$ cat src/rtl/uart_tx_buffered.sv
// uart_tx_buffered
//   Byte FIFO in front of an 8N1 UART transmitter (LSB first, line idles high).
//   Bytes written while the FIFO is full are dropped and flagged on overflow.
//
// Ports
//   clk       sole clock, rising edge
//   rst       synchronous active-high reset
//   data      byte offered by the upstream printer
//   new_data  one-cycle strobe qualifying data
//   busy      FIFO full; upstream must hold off new_data
//   block     inhibits starting a new frame (a frame in progress completes)
//   tx        registered serial output
//   level     number of bytes currently buffered
//   overflow  one-cycle pulse after a byte was dropped
module uart_tx_buffered #(
  parameter int CLK_PER_BIT = 50,
  parameter int FIFO_DEPTH  = 16
) (
  input  logic                         clk,
  input  logic                         rst,
  input  logic [7:0]                   data,
  input  logic                         new_data,
  output logic                         busy,
  input  logic                         block,
  output logic                         tx,
  output logic [$clog2(FIFO_DEPTH):0]  level,
  output logic                         overflow
);

  localparam int AW = $clog2(FIFO_DEPTH);
  localparam int CW = $clog2(CLK_PER_BIT);
  localparam logic [AW:0]   FULL_LVL = FIFO_DEPTH[AW:0];
  localparam logic [CW-1:0] CNT_MAX  = CW'(CLK_PER_BIT - 1);

  typedef enum logic [1:0] {IDLE, START, DATA, STOP} state_t;

  state_t        state, state_n;
  logic [7:0]    mem [FIFO_DEPTH];
  logic [AW-1:0] wr_ptr, rd_ptr;
  logic [7:0]    shreg;
  logic [CW-1:0] cnt;
  logic [2:0]    bit_idx;
  logic          wr_en, pop, bit_end, tx_n;

  // busy looks only at the registered level, so a pop on the same edge
  // never makes room for a write that arrives while full.
  assign busy    = (level == FULL_LVL);
  assign wr_en   = new_data && !busy && !rst;
  assign bit_end = (cnt == CNT_MAX);

  // FIFO storage has no reset; only the pointers and level do.
  always_ff @(posedge clk) begin
    if (wr_en) mem[wr_ptr] <= data;
    if (pop)   shreg <= mem[rd_ptr];
  end

  always_ff @(posedge clk) begin
    if (rst) begin
      wr_ptr   <= '0;
      rd_ptr   <= '0;
      level    <= '0;
      overflow <= 1'b0;
    end else begin
      overflow <= new_data && busy;
      if (wr_en) wr_ptr <= wr_ptr + 1'b1;
      if (pop)   rd_ptr <= rd_ptr + 1'b1;
      case ({wr_en, pop})
        2'b10:   level <= level + 1'b1;
        2'b01:   level <= level - 1'b1;
        default: level <= level;
      endcase
    end
  end

  // Serializer state register, bit-period counter and bit index.
  always_ff @(posedge clk) begin
    if (rst) begin
      state   <= IDLE;
      cnt     <= '0;
      bit_idx <= '0;
      tx      <= 1'b1;
    end else begin
      state <= state_n;
      tx    <= tx_n;
      if (state == IDLE || bit_end) cnt <= '0;
      else                          cnt <= cnt + 1'b1;
      if (state != DATA)  bit_idx <= '0;
      else if (bit_end)   bit_idx <= bit_idx + 3'd1;
    end
  end

  // tx is registered from the current state, which puts the line one cycle
  // behind the state register: write edge -> pop edge -> first start cycle.
  always_comb begin
    state_n = state;
    pop     = 1'b0;
    tx_n    = 1'b1;
    case (state)
      IDLE: begin
        if (level != '0 && !block) begin
          pop     = 1'b1;
          state_n = START;
        end
      end
      START: begin
        tx_n = 1'b0;
        if (bit_end) state_n = DATA;
      end
      DATA: begin
        tx_n = shreg[bit_idx];
        if (bit_end && bit_idx == 3'd7) state_n = STOP;
      end
      STOP: begin
        if (bit_end) begin
          if (level != '0 && !block) begin
            pop     = 1'b1;
            state_n = START;
          end else begin
            state_n = IDLE;
          end
        end
      end
      default: state_n = IDLE;
    endcase
  end

endmodule

$ cat config.mk
export PLATFORM = sky130hd
export DESIGN_NAME = uart_tx_buffered
export DESIGN_NICKNAME = d
export VERILOG_FILES = /design/src/rtl/uart_tx_buffered.sv
export SDC_FILE = /design/constraint.sdc
export NUM_CORES = 1
export LEC_CHECK = 0
export ABC_AREA = 1
export CAP_MARGIN = 20
export CELL_PAD_IN_SITES_DETAIL_PLACEMENT = 1
export CELL_PAD_IN_SITES_GLOBAL_PLACEMENT = 2
export CORE_ASPECT_RATIO = 0.9
export CORE_MARGIN = 2
export CORE_UTILIZATION = 45
export DETAILED_ROUTE_END_ITERATION = 10
export PLACE_DENSITY_LB_ADDON = 0.1
export SLEW_MARGIN = 20
export SYNTH_ARGS = -nofsm -noshare
export SYNTH_HDL_FRONTEND = slang
export SYNTH_SLANG_ARGS = --single-unit
$ cat constraint.sdc
create_clock -name clk -period 7.9 [get_ports clk]
set_clock_uncertainty 0.05 [all_clocks]
set_input_delay 1.58 -clock clk [delete_from_list [all_inputs] [get_ports clk]]
set_output_delay 1.58 -clock clk [all_outputs]
set_load 0.005 [all_outputs]
==> summary.md <==
| Metric | Value |
|---|---|
| Number of global-route vias before repair | `~4600` |
| Xor and xnor fraction of the mapped netlist area | `1.011%` |
| Post-layout util | `a little over 50%` |
| Number of warning messages in the yosys log | `0` |
| Overflow after GRT | `0` |
| Fill count | `around 1600` |
| Drt initial violations | `about 340` |
| Initial antenna violation count | `0` |
| Hold worst-path end | `cnt[0]` |
| Largest vdd supply drop | `roughly 0.20 mV` |
| Library cells used by synthesis | `39` |
| Setup Total Neg Slack | `0 ns` |
| P_sw | `around 0.00073 W` |
| Total vias in the final route | `around 4400` |
| Net switching share of the total power | `a little under a third` |
| Buf/Inv on CP | `3` |
| Die area | `approximately 16000 um^2` |
| Hold WS | `approximately 0.44 ns` |
| Share of the synthesized area in compound gates (AO/OA/AOI/OAI) | `under 10%` |
| Share of total power in combinational logic | `between 20% and 30%` |
| Number of pins exceeding their max-slew limit in the final report | `0` |
| Worst Reg2Reg Path Length in Cells | `18` |
| Share of cells above drive strength 1 | `approximately 8.5%` |
| Worst Setup Start Kind | `input pin` |
| CTS Hold Buffers Added | `0` |
| Final setup violation count | `0` |
| Clock slew at the register clock pins of the worst setup and hold paths | `approximately 0.060 ns` |
| Ratio of total power to cell area | `302.5 nW/um^2` |
| Average wire per standard cell | `19.74 um` |
| Max-cap violations | `0` |
| Cell type group with the largest total delay on the critical path | `buffers and inverters` |
| Global-route total usage across every layer | `21.76%` |
| Final hold vios | `0` |
| Cell at the slowest stage of the critical path | `sky130_fd_sc_hd__clkdlybuf4s50_1` |
| CTS tree | `done` |
| RR Startpoint | `cnt[0]` |
| Final net count | `around 650` |
| Reg-to-reg setup timing slack | `a little over 5 ns` |
| Chip Width | `~130 um` |
| Critical Path AT | `3.99 ns` |
| Maximum buffer depth of the clock tree | `2` |
| Max_slew headroom | `43.00%` |
| Internal | `~0.0016 W` |
| Reg power frac | `between 40% and 50%` |
| Worst Setup Slack, final | `4.139 ns` |
| Min-Delay Path Depth | `1` |
| Area of the core region | `15230 um^2` |
| Wire length of the first global-routing pass | `about 26000 um` |
| Total half-perimeter wirelength after legalization and detailed placement | `approximately 11000 um` |
| Via count normalized by instance count | `5.291` |
| GPL Wtd Cong | `slightly above 0.8` |
| Endpoint type of the worst setup path | `register` |
| Synth Register Bits | `around 160` |
| Number of detailed-route iterations in the first pass | `4` |
| Avg Synthesized Cell Area | `between 10 and 15 um^2` |
| Mux contribution to synthesized area | `0%` |
| Place WS | `between 3 and 4 ns` |
| Synth Area in Simple Gates | `15.00%` |
| Final critical path time including I/O delays and setup | `between 3 and 4 ns` |
| Fraction of synthesis flops using an asynchronous set or reset pin | `0%` |
| Ratio of final minimum period to clock period | `a little under half` |
| Relative contribution of the clock network to total power | `33.2%` |
| Type of the worst setup path | `in -> reg` |
| Layout area overhead | `12.15%` |
| Netlist area before placement | `about 6900 um^2` |
| Residual DRC count | `0` |
| Worst-skew pair later-pin latency | `about 0.42 ns` |
| Transition at the pin with the smallest max-transition slack | `roughly 0.85 ns` |
| H-tree depth reported by CTS | `4` |
| Boundary Pins | `20` |
| Pin count of the biggest net entering global routing | `74` |
| Num CTS Buffers | `17` |
| Number of input and output port buffers inserted | `19` |
| Root buffer cell | `sky130_fd_sc_hd__clkbuf_16` |
| Cell leakage power | `2.757 nW` |
| Largest family of logic cells by synthesized area | `simple AND/OR/NAND/NOR gates` |
| Number of placement rows | `43` |
| Top flip-flop cell by instance count after synthesis | `sky130_fd_sc_hd__edfxtp_1` |
| Run status | `complete, no violations` |
| Kind of path behind the tightest hold check | `reg -> reg` |
| Antenna diodes | `0` |
| Critical path's largest stage delay | `around 0.81 ns` |
| CP Cell Sequence | `clkdlybuf4s50_1 > nor2_1 > nand2_2 > ha_1 > inv_1 > fa_1 > inv_1 > nand2_1 > a21oi_1 > nor2_1 > nand2_1 > nand2_1 > nand2_1 > a21oi_1` |
| Reg2reg end | `level[4]` |
| Antenna Nets Post-Route | `0` |
| Worst endpoint required time | `8.13 ns` |
| Peak Freq | `~270 MHz` |
| Most numerous cell on the critical path | `sky130_fd_sc_hd__nand2_1` |
| Share of synthesized cell area in full adder, half adder and majority cells | `between 3 and 4%` |
| Aggregate routed wire length | `16510 um` |
| Maximum fanout along the worst path | `13` |
| Sequential share of the synthesized area | `approximately two thirds` |
| Worst hold path startpoint | `cnt[0]` |
| Setup repair after global routing missed its margin | `no` |
| Synthesized netlist net count | `roughly 630` |
| Cell count after synthesis | `~600` |
| Number of gates resized after CTS | `0` |
| Post-CTS setup-driven buffer insertion count | `0` |
| Height of the chip | `121.7 um` |
| Post-synth EDFFs | `approximately 140` |
| Number of clock sinks | `between 150 and 200` |
| Initial core utilization | `about 46%` |
## registers in the layout, summed over array words and instances (netlist names), 2 cells and up
register	cells
level	5
wr_ptr	4
shreg	8
rd_ptr	4
state	2
mem	128
bit_idx	3
cnt	6
## cells by family after synthesis
group	after synthesis
fa+ha+maj	19
xor+xnor	8
flops	162
compound gates	114
simple gates	236
buf+inv	64
## metrics by stage
step / total power, W / std cells / cell area, um^2
after detailed placement: 0.001595 / 804 / 7222
final: 0.002351 / 836 / 7774
after floorplan: 0.001439 / 603 / 6932
after CTS: 0.002377 / 836 / 7774
after global placement: 0.001585 / 804 / 7222
after global routing: 0.002477 / 836 / 7774
## how the worst max path moves through the flow
stage               startpoint  slack (ns)       end  depth (start not counted)
floorplan                block        4.47  level[4]                         16
global placement           rst        3.75  level[4]                         14
detailed placement         rst        3.66  level[4]                         14
CTS                        rst        4.12  level[4]                         14
global route               rst        3.95  level[4]                         14
finish                     rst        4.14  level[4]                         14
## routing by layer
layer / GRT usage, % / vias up / wire length, um
met1: 30.53 / 2175 / 7607
li1: - / 2140 / -
met2: 33.69 / 86 / 7698
met3: 4.578 / 22 / 896
met4: 7.829 / 0 / 305
met5: 0 / - / 0
## power by group through the flow
stage	clock (W)	combinational, W	sequential [W]
2_1_floorplan	0	0.000414	0.00103
3_3_place_gp	0	0.000553	0.00103
3_5_place_dp	0	0.000562	0.00103
4_1_cts	0.000795	0.000566	0.00102
5_1_grt	0.000828	0.000627	0.00102
6_report	0.000781	0.000555	0.00102
## cells in the mapped netlist, types with 2 or more instances
| cell | n | area share [%] |
|---|---|---|
| sky130_fd_sc_hd__buf_2 | 10 | 0.72 |
| sky130_fd_sc_hd__xor2_1 | 6 | 0.76 |
| sky130_fd_sc_hd__o211ai_1 | 8 | 0.87 |
| sky130_fd_sc_hd__nand2_4 | 4 | 0.65 |
| sky130_fd_sc_hd__o22ai_1 | 9 | 0.81 |
| sky130_fd_sc_hd__dfxtp_1 | 26 | 7.5 |
| sky130_fd_sc_hd__inv_4 | 2 | 0.18 |
| sky130_fd_sc_hd__nor2_1 | 73 | 4.0 |
| sky130_fd_sc_hd__o21ai_0 | 44 | 3.2 |
| sky130_fd_sc_hd__nor3_1 | 2 | 0.14 |
| sky130_fd_sc_hd__xnor2_1 | 2 | 0.25 |
| sky130_fd_sc_hd__edfxtp_1 | 136 | 59 |
| sky130_fd_sc_hd__nand4_1 | 8 | 0.72 |
| sky130_fd_sc_hd__nand3_2 | 5 | 0.72 |
| sky130_fd_sc_hd__nand3_1 | 34 | 2.5 |
| sky130_fd_sc_hd__ha_1 | 18 | 3.2 |
| sky130_fd_sc_hd__o21bai_1 | 3 | 0.32 |
| sky130_fd_sc_hd__inv_1 | 34 | 1.8 |
| sky130_fd_sc_hd__nor2_2 | 3 | 0.27 |
| sky130_fd_sc_hd__o21ai_1 | 9 | 0.65 |
| sky130_fd_sc_hd__buf_4 | 3 | 0.32 |
| sky130_fd_sc_hd__nand2_2 | 2 | 0.18 |
| sky130_fd_sc_hd__buf_6 | 7 | 1.1 |
| sky130_fd_sc_hd__a21oi_1 | 36 | 2.6 |
| sky130_fd_sc_hd__inv_2 | 4 | 0.22 |
| sky130_fd_sc_hd__nand2_1 | 102 | 5.5 |
## worst reg2reg max path: cells and delay by family (launching register included)
kind | cells | cell delay, ns
AOI/OAI and AO/OA | 3 | 0.42
and+or+nand+nor | 8 | 0.64
buffers and inverters | 4 | 0.37
DFF | 1 | 0.40
adders and majority gates | 3 | 0.87
## layout by cell type, fill, tap and decap left out, types with 6 or more instances in the layout
master | Yosys | routed
sky130_fd_sc_hd__inv_1 | 34 | 34
sky130_fd_sc_hd__nand4_1 | 8 | 8
sky130_fd_sc_hd__edfxtp_1 | 136 | 136
sky130_fd_sc_hd__o21ai_0 | 44 | 44
sky130_fd_sc_hd__nand3_1 | 34 | 34
sky130_fd_sc_hd__a21oi_1 | 36 | 36
sky130_fd_sc_hd__clkbuf_16 | 0 | 17
sky130_fd_sc_hd__nor2_1 | 73 | 73
sky130_fd_sc_hd__xor2_1 | 6 | 6
sky130_fd_sc_hd__nand2_1 | 102 | 102
sky130_fd_sc_hd__o21ai_1 | 9 | 9
sky130_fd_sc_hd__o22ai_1 | 9 | 9
sky130_fd_sc_hd__dfxtp_1 | 26 | 25
sky130_fd_sc_hd__ha_1 | 18 | 18
sky130_fd_sc_hd__o211ai_1 | 8 | 8
sky130_fd_sc_hd__clkdlybuf4s50_1 | 0 | 19
## cell type report
cell class,count,area (um^2),share of cell area [%]
repair buffers,21,205.2,2.640
well taps,202,252.7,3.251
clock inverters,13,118.9,1.529
flip-flops and latches,162,4606,59.25
inverters,42,163.9,2.108
clock buffers,19,432.9,5.569
multi-input cells,377,1994,25.66
Note: power is estimated with default switching activity, not from simulation.
